### src/rtl/sqrt_controller.sv
// sqrt_controller: control unit for the 8-bit square-root/magnitude datapath.
// Sequences ABSA, ABSB, MAX, MIN, SUB, ADD and FMAX. Each compute state lasts
// AU_LAT cycles, and its register enables fire only in the last of them.
// Optional feature macro: SQRT_CTRL_ERR_EN adds a sticky `err` output that
// flags a start while busy or a 2-bit bus enable of 11.
module sqrt_controller #(
  parameter int AU_LAT = 2
) (
  input  logic       clk,
  input  logic       rst,
  input  logic       start,
  output logic       busy,
  output logic       en_R1,
  output logic       en_R2,
  output logic       en_R3,
  output logic       en_R4,
  output logic       en_R5,
  output logic       b1,
  output logic [1:0] b2,
  output logic [1:0] b3,
  output logic [1:0] b4,
  output logic [1:0] b5,
  output logic       b6,
  output logic [1:0] b7,
  output logic [1:0] sel_AU1,
  output logic [1:0] sel_AU2,
  output logic       Done
`ifdef SQRT_CTRL_ERR_EN
  ,
  output logic       err
`endif
);

  typedef enum logic [3:0] {
    IDLE = 4'd0, ABSA = 4'd1, ABSB = 4'd2, MAX = 4'd3, MIN = 4'd4,
    SUB  = 4'd5, ADD  = 4'd6, FMAX = 4'd7, DONE = 4'd8
  } state_t;

  typedef struct packed {
    logic       busy;
    logic       en_r1;
    logic       en_r2;
    logic       en_r3;
    logic       en_r4;
    logic       en_r5;
    logic       b1;
    logic [1:0] b2;
    logic [1:0] b3;
    logic [1:0] b4;
    logic [1:0] b5;
    logic       b6;
    logic [1:0] b7;
    logic [1:0] sel_au1;
    logic [1:0] sel_au2;
    logic       done;
  } ctrl_t;

  localparam logic [1:0] LAST_CNT = 2'(AU_LAT - 1);

  state_t     state_r, state_nxt_s;
  logic [1:0] cnt_r, cnt_nxt_s;
  logic       last_s;
  ctrl_t      ctrl_r;
  logic       mealy_s;

  // Control word seen while sitting in `st`; `last` marks the final cycle.
  function automatic ctrl_t decode(input state_t st, input logic last);
    ctrl_t c;
    c = {$bits(ctrl_t){1'b0}};
    c.busy = 1'b1;
    case (st)
      ABSA: begin c.b1 = 1'b1; c.sel_au1 = 2'b00; c.b3 = 2'b01; c.en_r1 = last; end
      ABSB: begin c.b2 = 2'b01; c.sel_au1 = 2'b01; c.b4 = 2'b01; c.en_r2 = last; end
      MAX:  begin
        c.b1 = 1'b1; c.b2 = 2'b01; c.sel_au1 = 2'b10; c.b7 = 2'b10;
        c.en_r4 = last; c.en_r3 = last;
      end
      MIN:  begin c.b1 = 1'b1; c.b2 = 2'b01; c.sel_au1 = 2'b11; c.en_r5 = last; end
      SUB:  begin
        c.b5 = 2'b10; c.b6 = 1'b1; c.sel_au2 = 2'b00; c.b7 = 2'b01; c.en_r3 = last;
      end
      ADD:  begin
        c.b5 = 2'b01; c.b6 = 1'b1; c.sel_au2 = 2'b01; c.b7 = 2'b01; c.en_r3 = last;
      end
      FMAX: begin
        c.b5 = 2'b10; c.b6 = 1'b1; c.sel_au2 = 2'b10; c.b7 = 2'b01; c.en_r3 = last;
      end
      DONE: begin c.busy = 1'b0; c.done = 1'b1; end
      default: c.busy = 1'b0;
    endcase
    return c;
  endfunction

  assign last_s = (cnt_r == LAST_CNT);

  // State and per-state cycle counter.
  always_ff @(posedge clk or posedge rst) begin
    if (rst) begin
      state_r <= IDLE;
      cnt_r   <= 2'd0;
    end else begin
      state_r <= state_nxt_s;
      cnt_r   <= cnt_nxt_s;
    end
  end

  // Next-state logic: accept start only when idle/done, advance on the last cycle.
  always_comb begin
    state_nxt_s = state_r;
    cnt_nxt_s   = cnt_r;
    case (state_r)
      IDLE, DONE: begin
        if (start) begin
          state_nxt_s = ABSA;
        end else begin
          state_nxt_s = state_r;
        end
        cnt_nxt_s = 2'd0;
      end
      ABSA, ABSB, MAX, MIN, SUB, ADD, FMAX: begin
        if (last_s) begin
          state_nxt_s = state_t'(state_r + 4'd1);
          cnt_nxt_s   = 2'd0;
        end else begin
          state_nxt_s = state_r;
          cnt_nxt_s   = cnt_r + 2'd1;
        end
      end
      default: begin
        state_nxt_s = IDLE;
        cnt_nxt_s   = 2'd0;
      end
    endcase
  end

  // Control word is registered from the upcoming state so outputs are glitch-free.
  always_ff @(posedge clk or posedge rst) begin
    if (rst) begin
      ctrl_r <= {$bits(ctrl_t){1'b0}};
    end else begin
      ctrl_r <= decode(state_nxt_s, cnt_nxt_s == LAST_CNT);
    end
  end

  // Operand-capture terms in IDLE/DONE follow start directly, and are held off in reset.
  assign mealy_s = ((state_r == IDLE) || (state_r == DONE)) && !rst;

  assign busy    = ctrl_r.busy;
  assign en_R1   = ctrl_r.en_r1 | (mealy_s & start);
  assign en_R2   = ctrl_r.en_r2 | (mealy_s & start);
  assign en_R3   = ctrl_r.en_r3;
  assign en_R4   = ctrl_r.en_r4;
  assign en_R5   = ctrl_r.en_r5;
  assign b1      = ctrl_r.b1;
  assign b2      = ctrl_r.b2;
  assign b3      = mealy_s ? 2'b10 : ctrl_r.b3;
  assign b4      = mealy_s ? 2'b10 : ctrl_r.b4;
  assign b5      = ctrl_r.b5;
  assign b6      = ctrl_r.b6;
  assign b7      = ctrl_r.b7;
  assign sel_AU1 = ctrl_r.sel_au1;
  assign sel_AU2 = ctrl_r.sel_au2;
  assign Done    = ctrl_r.done;

`ifdef SQRT_CTRL_ERR_EN
  logic err_r;
  logic bus_clash_s;

  assign bus_clash_s = (b2 == 2'b11) || (b3 == 2'b11) || (b4 == 2'b11) ||
                       (b5 == 2'b11) || (b7 == 2'b11);

  // Sticky error: start while busy, or two drivers enabled on one bus.
  always_ff @(posedge clk or posedge rst) begin
    if (rst) begin
      err_r <= 1'b0;
    end else if ((start && ctrl_r.busy) || bus_clash_s) begin
      err_r <= 1'b1;
    end else begin
      err_r <= err_r;
    end
  end

  assign err = err_r;
`endif

endmodule
### config.mk
export PLATFORM = sky130hd
export DESIGN_NAME = sqrt_controller
export DESIGN_NICKNAME = d
export VERILOG_FILES = /design/src/rtl/sqrt_controller.sv
export SDC_FILE = /design/constraint.sdc
export NUM_CORES = 1
export LEC_CHECK = 0
export ABC_AREA = 1
export CAP_MARGIN = 40
export CORE_UTILIZATION = 43
export CTS_CLUSTER_DIAMETER = 30
export CTS_CLUSTER_SIZE = 24
export DETAILED_ROUTE_END_ITERATION = 10
export GPL_TIMING_DRIVEN = 0
export PLACE_DENSITY = 0.81
export SLEW_MARGIN = 20
export SYNTH_ARGS = -nofsm -noshare
export SYNTH_HDL_FRONTEND = slang
export SYNTH_SLANG_ARGS = --single-unit
### constraint.sdc
create_clock -name clk -period 2.49 [get_ports clk]
set_clock_uncertainty 0.05 [all_clocks]
set_input_delay 0.3735 -clock clk [delete_from_list [all_inputs] [get_ports clk]]
set_output_delay 0.3735 -clock clk [all_outputs]
set_load 0.01 [all_outputs]
==> impl_metrics.py, run 1 <==
metrics = {
    "floorplan": {
        "die_w_um": 56.5,
        "initial_core_util": 0.458,
        "io_pins": 26,
        "fp-row-count": 19,
        "core_um2": 2780,
        "fp.dieArea_um2": 3190,
        "die_y_um": 56.5,
    },
    "clock_network": {
        "cts-htree-levels": 1,
        "postCtsHoldBufs": 0,
        "clk_pin_slew_ns": 0.13,
        "cts_tree": "done",
        "cts_buffer_depth": 2,
        "root_buffer": "clkbuf_4",
        "numCtsBuffers": 3,
        "cts.sinks": 26,
        "clock_latency_ns": 0.32,
    },
    "global_routing": {
        "grt_max_degree": 22,
        "grt_pass1_wl_um": 4240,
        "antenna_found_initial": 0,
        "grt_pass1_vias": 968,
        "grt_overflow": 0,
        "grt_usage": 0.173,
    },
    "setup_path": {
        "cp-startpoint": "state_r[1]",
        "required_ns": 2.07,
        "arrival_ns": 1.96,
        "rr_endpoint": "en_R3",
        "path_class": "flip-flop to output port",
        "worst_r2r_path_depth": 12,
        "end_kind": "output port",
        "cp_max_fo": 5,
        "crit_path_start_kind": "flip-flop",
        "reg2reg_from": "state_r[0]",
        "rrSetupSlack_ns": 0.50,
    },
    "power_and_ir_drop": {
        "p_clk_frac": 0.154,
        "internal-power_mw": 1.12,
        "power_frac_seq": 0.310,
        "finalPower_mw": 1.86,
        "p_leak_nw": 0.938,
        "power.switching_uw": 736,
        "comb_power_share": 0.537,
        "ir_worst_vdd_v": 0.000818,
        "power.density_nw_per_um2": 1100,
        "swShare": 0.396,
    },
    "route": {
        "drc": 0,
        "first_iter_violations": 22,
        "wl_per_cell_um": 11.8,
        "dr_total_vias": 964,
        "firstDrtPassIters": 4,
        "ant_nets": 0,
        "vias_per_cell": 4.61,
        "routed_wl_um": 2470,
    },
    "placement": {
        "io_buffers": 24,
        "place_ws_ns": 0.226,
        "dpl.hpwl_um": 1850,
        "gp_congestion": 0.871,
    },
    "hold_path": {
        "worstHoldPathType": "input pin to async pin",
    },
    "synth": {
        "syn-instance-count": 144,
        "netlist.area_leader.share": 0.510,
        "synth_flop_cell": "dfrtp_1",
        "mappedNetlistArea_um2": 1270,
        "synth_edf_count": 0,
        "ys_seq_area_frac": 0.510,
        "async_flop_share": 1.00,
        "synth_cell_types": 16,
        "synth_top_cell_by_area": "dfrtp_1",
        "synthTopCellsByArea": "dfrtp_1 (51%), nand2_1 (7.9%), buf_4 (7.1%), inv_1 (7.1%), nor2_1 (5.0%)",
        "synth.net_count": 151,
        "synth_seq_cells": 26,
        "yosys_warnings": 0,
        "syn_avg_cell_area_um2": 8.85,
    },
    "timing": {
        "setup_viol": 0,
        "hold_violations": 0,
        "fmax_ghz": 0.419,
        "rsz0062_at_grt": "no",
        "finalWorstPathRequiredPeriod_ns": 2.38,
        "period_share": 0.958,
        "tns_ns": 0,
        "layout_setup_ws_ns": 0.106,
        "slew_violations": 0,
        "fin_hold_ws_ns": 0.327,
    },
    "layout": {
        "nets": 186,
        "final_core_utilization": 0.606,
        "drive_above_1_share": 0.258,
        "antenna_cells": 0,
        "area_growth_pct": 32.2,
        "nFillCells": 246,
    },
    "run_status": {
        "status": "finished clean",
    },
    "job": {
        "maxCapViolations": 0,
    },
}
==> synthesized netlist by cell type (2+ instances only) <==
cell and instances:
a21oi_1 2, buf_4 12, dfrtp_1 26, ha_1 4, inv_1 24, inv_2 4
nand2_1 27, nand2_2 4, nand2_4 3, nand3_1 11, nand3_2 3, nor2_1 17
nor2_2 4
==> metrics by stage <==
step           instances  instance area, um2
2_1_floorplan        144                1270
3_3_place_gp         199                1550
6_report             209                1690
3_5_place_dp         200                1580
4_1_cts              205                1650
5_1_grt              209                1690
==> critical path, stage by stage, from the launching register on <==
cell and delay [ns]:
dfrtp_2 0.46, inv_1 0.09, ha_1 0.18, nand2_2 0.11
nor2_4 0.13, nand2_1 0.08, nand2_1 0.06, clkdlybuf4s50_1 0.53
==> metal layers <==
metal  GRT usage  part of all wire  up-vias
met5           0                 0        -
met4      0.0906             0.026        0
met3      0.0507             0.048        8
met2       0.274              0.50       28
met1       0.212              0.42      450
li1            -                 -      478
==> power groups by stage <==
stage               clock, mW  sequential (mW)  combinational [mW]
global route            0.309            0.588                1.11
floorplan                   0            0.592               0.594
CTS                     0.292            0.577               0.950
global placement            0            0.586               0.879
detailed placement          0            0.591               0.919
finish                  0.286            0.576               0.998
==> how the worst max path moves through the flow <==
stage / endpoint / slack (ns) / depth (start not counted)
final: en_R1 / 0.11 / 7
after CTS: en_R2 / 0.007 / 7
after global routing: b3[0] / 0.004 / 8
after detailed placement: en_R2 / 0.23 / 7
after global placement: en_R1 / 0.29 / 7
after floorplan: en_R1 / 0.94 / 6
==> what timing repair did <==
item / CTS / global route
setup endpoints to repair: 6 / 6
setup buffers: 1 / 4
resized for setup: 3 / 3
hold endpoints to repair: 0 / 0
==> area by class of cell <==
cell class,count,area (um2),area share
flip-flops and latches,26,652,0.387
multi-input cells,78,439,0.261
repair buffers,30,308,0.183
inverters,28,105,0.0624
plain buffers,12,90.1,0.0535
well taps,31,38.8,0.0230
clock inverters,1,30.0,0.0178
clock buffers,3,22.5,0.0134
==> sequential cells by signal (all words and copies together) (netlist names), 2 cells and up <==
signal and count:
sel_AU1 2, ctrl_r 4, sel_AU2 2, cnt_r 2
state_r 4, b7 2, b5 2
==> cell usage in the layout, fill, tap and decap left out, types with 3 or more instances in the layout <==
cell / netlist / layout
buf_4: 12 / 17
clkbuf_4: 0 / 3
clkdlybuf4s50_1: 0 / 23
dfrtp_1: 26 / 25
ha_1: 4 / 4
inv_1: 24 / 23
inv_2: 4 / 5
nand2_1: 27 / 26
nand2_2: 4 / 5
nand2_4: 3 / 3
nand3_1: 11 / 11
nand3_2: 3 / 3
nor2_1: 17 / 16
nor2_2: 4 / 4
==> cell families (layout without fill, tap and decap cells) <==
logic type / count (synthesis) / after routing / share of synthesized area
and+or+nand+nor: 71 / 71 / 0.287
buffers and inverters: 40 / 74 / 0.153
DFF: 26 / 26 / 0.510
adders and majority gates: 4 / 4 / 0.0393
AOI/OAI and AO/OA: 2 / 2 / 0.00785
other: 1 / 1 / 0.00294
Power figures use the tool's default switching activity.
==> run 2: changes to the inputs <==
- CORE_MARGIN: not set -> 4
- PLACE_DENSITY: 0.81 -> 0.75
- clock period: 2.49 -> 2.3 ns (I/O delays scaled with it)
==> impl_metrics.py, run 2 (synthesis results as in run 1) <==
metrics = {
    "global_routing": {
        "grt_pass1_vias": 1009,
        "antenna_found_initial": 0,
        "grt_pass1_wl_um": 4640,
        "grt_usage": 0.146,
        "grt_overflow": 0,
        "grt_max_degree": 18,
    },
    "route": {
        "routed_wl_um": 2470,
        "wl_per_cell_um": 11.9,
        "vias_per_cell": 4.64,
        "first_iter_violations": 16,
        "ant_nets": 0,
        "drc": 0,
        "firstDrtPassIters": 4,
        "dr_total_vias": 961,
    },
    "timing": {
        "rsz0062_at_grt": "no",
        "tns_ns": 0,
        "hold_violations": 0,
        "layout_setup_ws_ns": 0.250,
        "finalWorstPathRequiredPeriod_ns": 2.05,
        "setup_viol": 0,
        "period_share": 0.891,
        "slew_violations": 0,
        "fmax_ghz": 0.488,
    },
    "setup_path": {
        "critPathTopFamily": "flip-flops",
        "timing.critical_path.buf_inv": 2,
        "rr_endpoint": "en_R5",
        "crit_path_start_kind": "flip-flop",
        "worst_path_largest_cell_delay_ns": 0.42,
        "cp_max_fo": 5,
        "crit_chain": "inv_2, ha_1, nand2_2, nor2_4, nand2_1, nand2_1, dlygate4sd2_1",
        "rrSetupSlack_ns": 0.38,
        "required_ns": 1.90,
        "crit_cells": 7,
        "reg2reg_from": "state_r[1]",
        "worst_r2r_path_depth": 10,
        "end_kind": "output port",
        "arrival_ns": 1.66,
        "path_class": "flip-flop to output port",
        "crit_top_cell": "nand2_1",
        "crit_slowest_cell": "dfrtp_1",
    },
    "clock_network": {
        "cts.sinks": 26,
        "clock_latency_ns": 0.31,
        "numCtsBuffers": 3,
        "cts_tree": "done",
        "cts_buffer_depth": 2,
        "cts-htree-levels": 1,
        "root_buffer": "clkbuf_4",
        "clk_pin_slew_ns": 0.14,
        "postCtsHoldBufs": 0,
    },
    "power_and_ir_drop": {
        "p_leak_nw": 0.951,
        "power_frac_seq": 0.317,
        "power.density_nw_per_um2": 1180,
        "p_clk_frac": 0.158,
        "finalPower_mw": 1.96,
        "internal-power_mw": 1.18,
        "swShare": 0.399,
        "power.switching_uw": 781,
        "ir_worst_vdd_v": 0.000707,
        "comb_power_share": 0.525,
    },
    "run_status": {
        "status": "finished clean",
    },
    "layout": {
        "area_growth_pct": 29.7,
        "top_regs": "ctrl_r x4, state_r x4",
        "nets": 184,
        "drive_above_1_share": 0.244,
        "antenna_cells": 0,
        "mostFrequentLayoutCells": "dfrtp_1 (26), nand2_1 (26), inv_1 (23)",
    },
    "floorplan": {
        "fp.dieArea_um2": 3900,
        "die_y_um": 62.5,
        "die_w_um": 62.5,
        "initial_core_util": 0.455,
        "core_um2": 2810,
        "io_pins": 26,
        "fp-row-count": 19,
    },
    "placement": {
        "io_buffers": 24,
        "place_ws_ns": 0.0795,
        "gp_congestion": 0.890,
        "dpl.hpwl_um": 1910,
    },
    "hold_path": {
        "worstHoldPathType": "input pin to async pin",
    },
    "job": {
        "maxCapViolations": 0,
    },
}
run 2: cell count changes in the layout (fill, tap and decap cells not counted), sizes merged:
cell,delta
buf,-2
dlygate4sd2,+4
dlymetal6s2s,+1
clkdlybuf4s50,-5
run 2: routing by layer:
| layer | track usage | vias up | wire, um |
|---|---|---|---|
| li1 | - | 479 | - |
| met1 | 0.176 | 447 | 1010 |
| met2 | 0.261 | 31 | 1290 |
| met3 | 0.0288 | 4 | 143 |
| met4 | 0.0441 | 0 | 32 |
| met5 | 0 | - | 0 |
run 2: area by class of cell:
class                      count  area, um2
clock inverter                 1       30.0
timing repair buffer          28        278
fill                         248       1150
multi-input combinational     78        439
clock buffer                   3       22.5
inverter                      28        105
buffer                        12       90.1
sequential                    26        651
tap                           31       38.8
run 2: power by group through the flow:
stage	clock, mW	combinational (mW)	sequential (mW)
finish	0.310	1.03	0.621
global route	0.345	1.16	0.634
CTS	0.319	1.03	0.622
detailed placement	0	0.994	0.640
global placement	0	0.959	0.634
floorplan	0	0.643	0.641
run 2: worst max path at each step:
stage,from,endpoint
floorplan,state_r[0],b2[0]
global placement,state_r[0],en_R1
detailed placement,state_r[0],en_R1
CTS,state_r[0],b4[0]
global route,state_r[0],en_R2
finish,state_r[0],en_R2
run 2: timing repair:
action,CTS,global route
buffers inserted,2,1
endpoints found under the setup margin,6,2
hold endpoints to repair,0,0
gates resized for setup,8,2
run 2: metrics by stage:
step	hold WS, ns	area [um2]	utilization	instances
5_1_grt	0.349	1650	0.590	207
6_report	0.330	1650	0.590	207
2_1_floorplan	0.335	1270	-	144
3_3_place_gp	0.527	1550	0.554	199
4_1_cts	0.332	1640	0.585	206
3_5_place_dp	0.543	1570	0.559	200
==> run 3: changes to the inputs <==
- DONT_BUFFER_PORTS: not set -> 1
- PLACE_DENSITY: 0.75 -> 0.64
==> impl_metrics.py, run 3 (synthesis results as in run 1) <==
metrics = {
    "run_status": {
        "status": "finished clean",
    },
    "layout": {
        "multi_input_area_um2": 429,
        "drive_above_1_share": 0.247,
        "fin_area_um2": 1400,
        "area_growth_pct": 10.1,
        "antenna_cells": 0,
        "fin_cells": 181,
        "layout_commonest_cell": "nand2_1",
        "nets": 158,
        "top_regs": "ctrl_r x4, state_r x4",
        "register_area_um2": 651,
        "mostFrequentLayoutCells": "nand2_1 (27), dfrtp_1 (26), inv_1 (24)",
        "nFillCells": 259,
    },
    "route": {
        "wl_per_cell_um": 11.3,
        "first_iter_violations": 21,
        "routed_wl_um": 2040,
        "drc": 0,
        "ant_nets": 0,
        "topRoutingLayerUsed": "met4",
        "wl_met2_um": 975,
        "firstDrtPassIters": 4,
        "met1Wirelength_um": 878,
        "routed-wl-met3_um": 155,
        "vias_per_cell": 4.59,
        "dr_total_vias": 831,
    },
    "power_and_ir_drop": {
        "p_leak_nw": 0.817,
        "comb_power_share": 0.443,
        "power.switching_uw": 718,
        "p_clk_frac": 0.180,
        "ir_worst_vdd_v": 0.000533,
        "power_frac_seq": 0.377,
        "internal-power_mw": 1.01,
        "power.density_nw_per_um2": 1230,
        "swShare": 0.416,
    },
    "clock_network": {
        "cts_setup_buffers": 0,
        "cts_buffer_depth": 2,
        "numCtsBuffers": 3,
        "postCtsHoldBufs": 1,
        "root_buffer": "clkbuf_4",
        "cts-htree-levels": 1,
        "clk_pin_slew_ns": 0.13,
        "cts.sinks": 26,
        "cts_tree": "done",
        "postCtsResizedCells": 0,
        "clock_latency_ns": 0.32,
    },
    "global_routing": {
        "grt_pass1_wl_um": 3600,
        "grt_max_degree": 18,
        "grt_usage": 0.118,
        "antenna_found_initial": 0,
        "grt_overflow": 0,
        "grt_pass1_vias": 805,
    },
    "setup_path": {
        "worst_path_largest_cell_delay_ns": 0.46,
        "crit_chain": "inv_1, ha_1, nand2_1, nor2_1, inv_1, nand2_1, inv_1",
        "crit_slowest_cell": "dfrtp_1",
        "required_ns": 1.90,
        "crit_path_start_kind": "flip-flop",
        "arrival_ns": 1.66,
        "end_kind": "output port",
        "cp_max_fo": 5,
        "path_class": "flip-flop to output port",
        "crit_top_cell": "inv_1",
    },
    "floorplan": {
        "die_y_um": 62.5,
        "initial_core_util": 0.455,
        "die_w_um": 62.5,
        "io_pins": 26,
        "fp.dieArea_um2": 3900,
        "fp-row-count": 19,
        "core_um2": 2810,
    },
    "timing": {
        "setup_viol": 0,
        "slew_violations": 0,
        "tns_ns": 0,
        "layout_setup_ws_ns": 0.245,
        "fmax_ghz": 0.487,
        "finalWorstPathRequiredPeriod_ns": 2.05,
        "hold_violations": 0,
        "rsz0062_at_grt": "no",
        "period_share": 0.893,
        "fin_hold_ws_ns": 0.260,
    },
    "placement": {
        "gp_congestion": 0.821,
        "dpl.hpwl_um": 1590,
        "place_ws_ns": 0.515,
        "io_buffers": 0,
        "numPlacedInstances": 176,
        "place_area_um2": 1340,
    },
    "job": {
        "maxCapViolations": 0,
    },
    "hold_path": {
        "worstHoldPathType": "input pin to flip-flop",
    },
}
-- run 3: cell types whose count changed in the layout (fill, tap and decap cells not counted), sizes merged --
cell | previous run | this run
dlygate4sd3 | 0 | 1
buf | 16 | 13
clkdlybuf4s50 | 18 | 0
dlymetal6s2s | 2 | 0
dlygate4sd2 | 4 | 0
-- run 3: final timing paths --
kind                                  from          to  slack [ns]  cells past startpoint
worst max-delay path            state_r[0]       b4[0]        0.25                      7
worst min-delay path                 start  state_r[1]        0.26                      3
worst max register to register  state_r[0]       en_R5        0.47                     10
worst min register to register    cnt_r[1]    cnt_r[1]        0.55                      2
max in group asynchronous              rst  state_r[3]        1.38                      3
min in group asynchronous              rst  ctrl_r[12]        0.40                      2
-- run 3: worst max-delay path, delay by kind of cell (launching register included) --
| kind | cells | cell delay, ns |
|---|---|---|
| simple gates | 3 | 0.37 |
| flops | 1 | 0.46 |
| buf+inv | 3 | 0.31 |
| fa+ha+maj | 1 | 0.19 |
-- run 3: metal layers --
metal	global-route usage	vias to the layer above
met3	0.0486	4
li1	-	421
met4	0.0413	0
met2	0.194	18
met1	0.139	388
met5	0	-
-- run 3: layout make-up --
cell class | count | share of cell area
flip-flops and latches | 26 | 0.463
multi-input cells | 78 | 0.306
inverters | 28 | 0.0749
plain buffers | 12 | 0.0642
well taps | 31 | 0.0276
repair buffers | 2 | 0.0267
clock inverters | 1 | 0.0214
clock buffers | 3 | 0.0160
-- run 3: stage by stage --
stage                     utilization  total power, mW
after CTS                       0.500             1.75
after floorplan                     -             1.28
final                           0.500             1.72
after global placement          0.468             1.41
after detailed placement        0.478             1.43
after global routing            0.500             1.88
-- run 3: power by group through the flow --
stage,logic [mW],registers (mW),clock network (mW)
finish,0.764,0.651,0.311
global route,0.872,0.670,0.340
detailed placement,0.773,0.661,0
floorplan,0.643,0.641,0
global placement,0.757,0.658,0
CTS,0.777,0.652,0.320
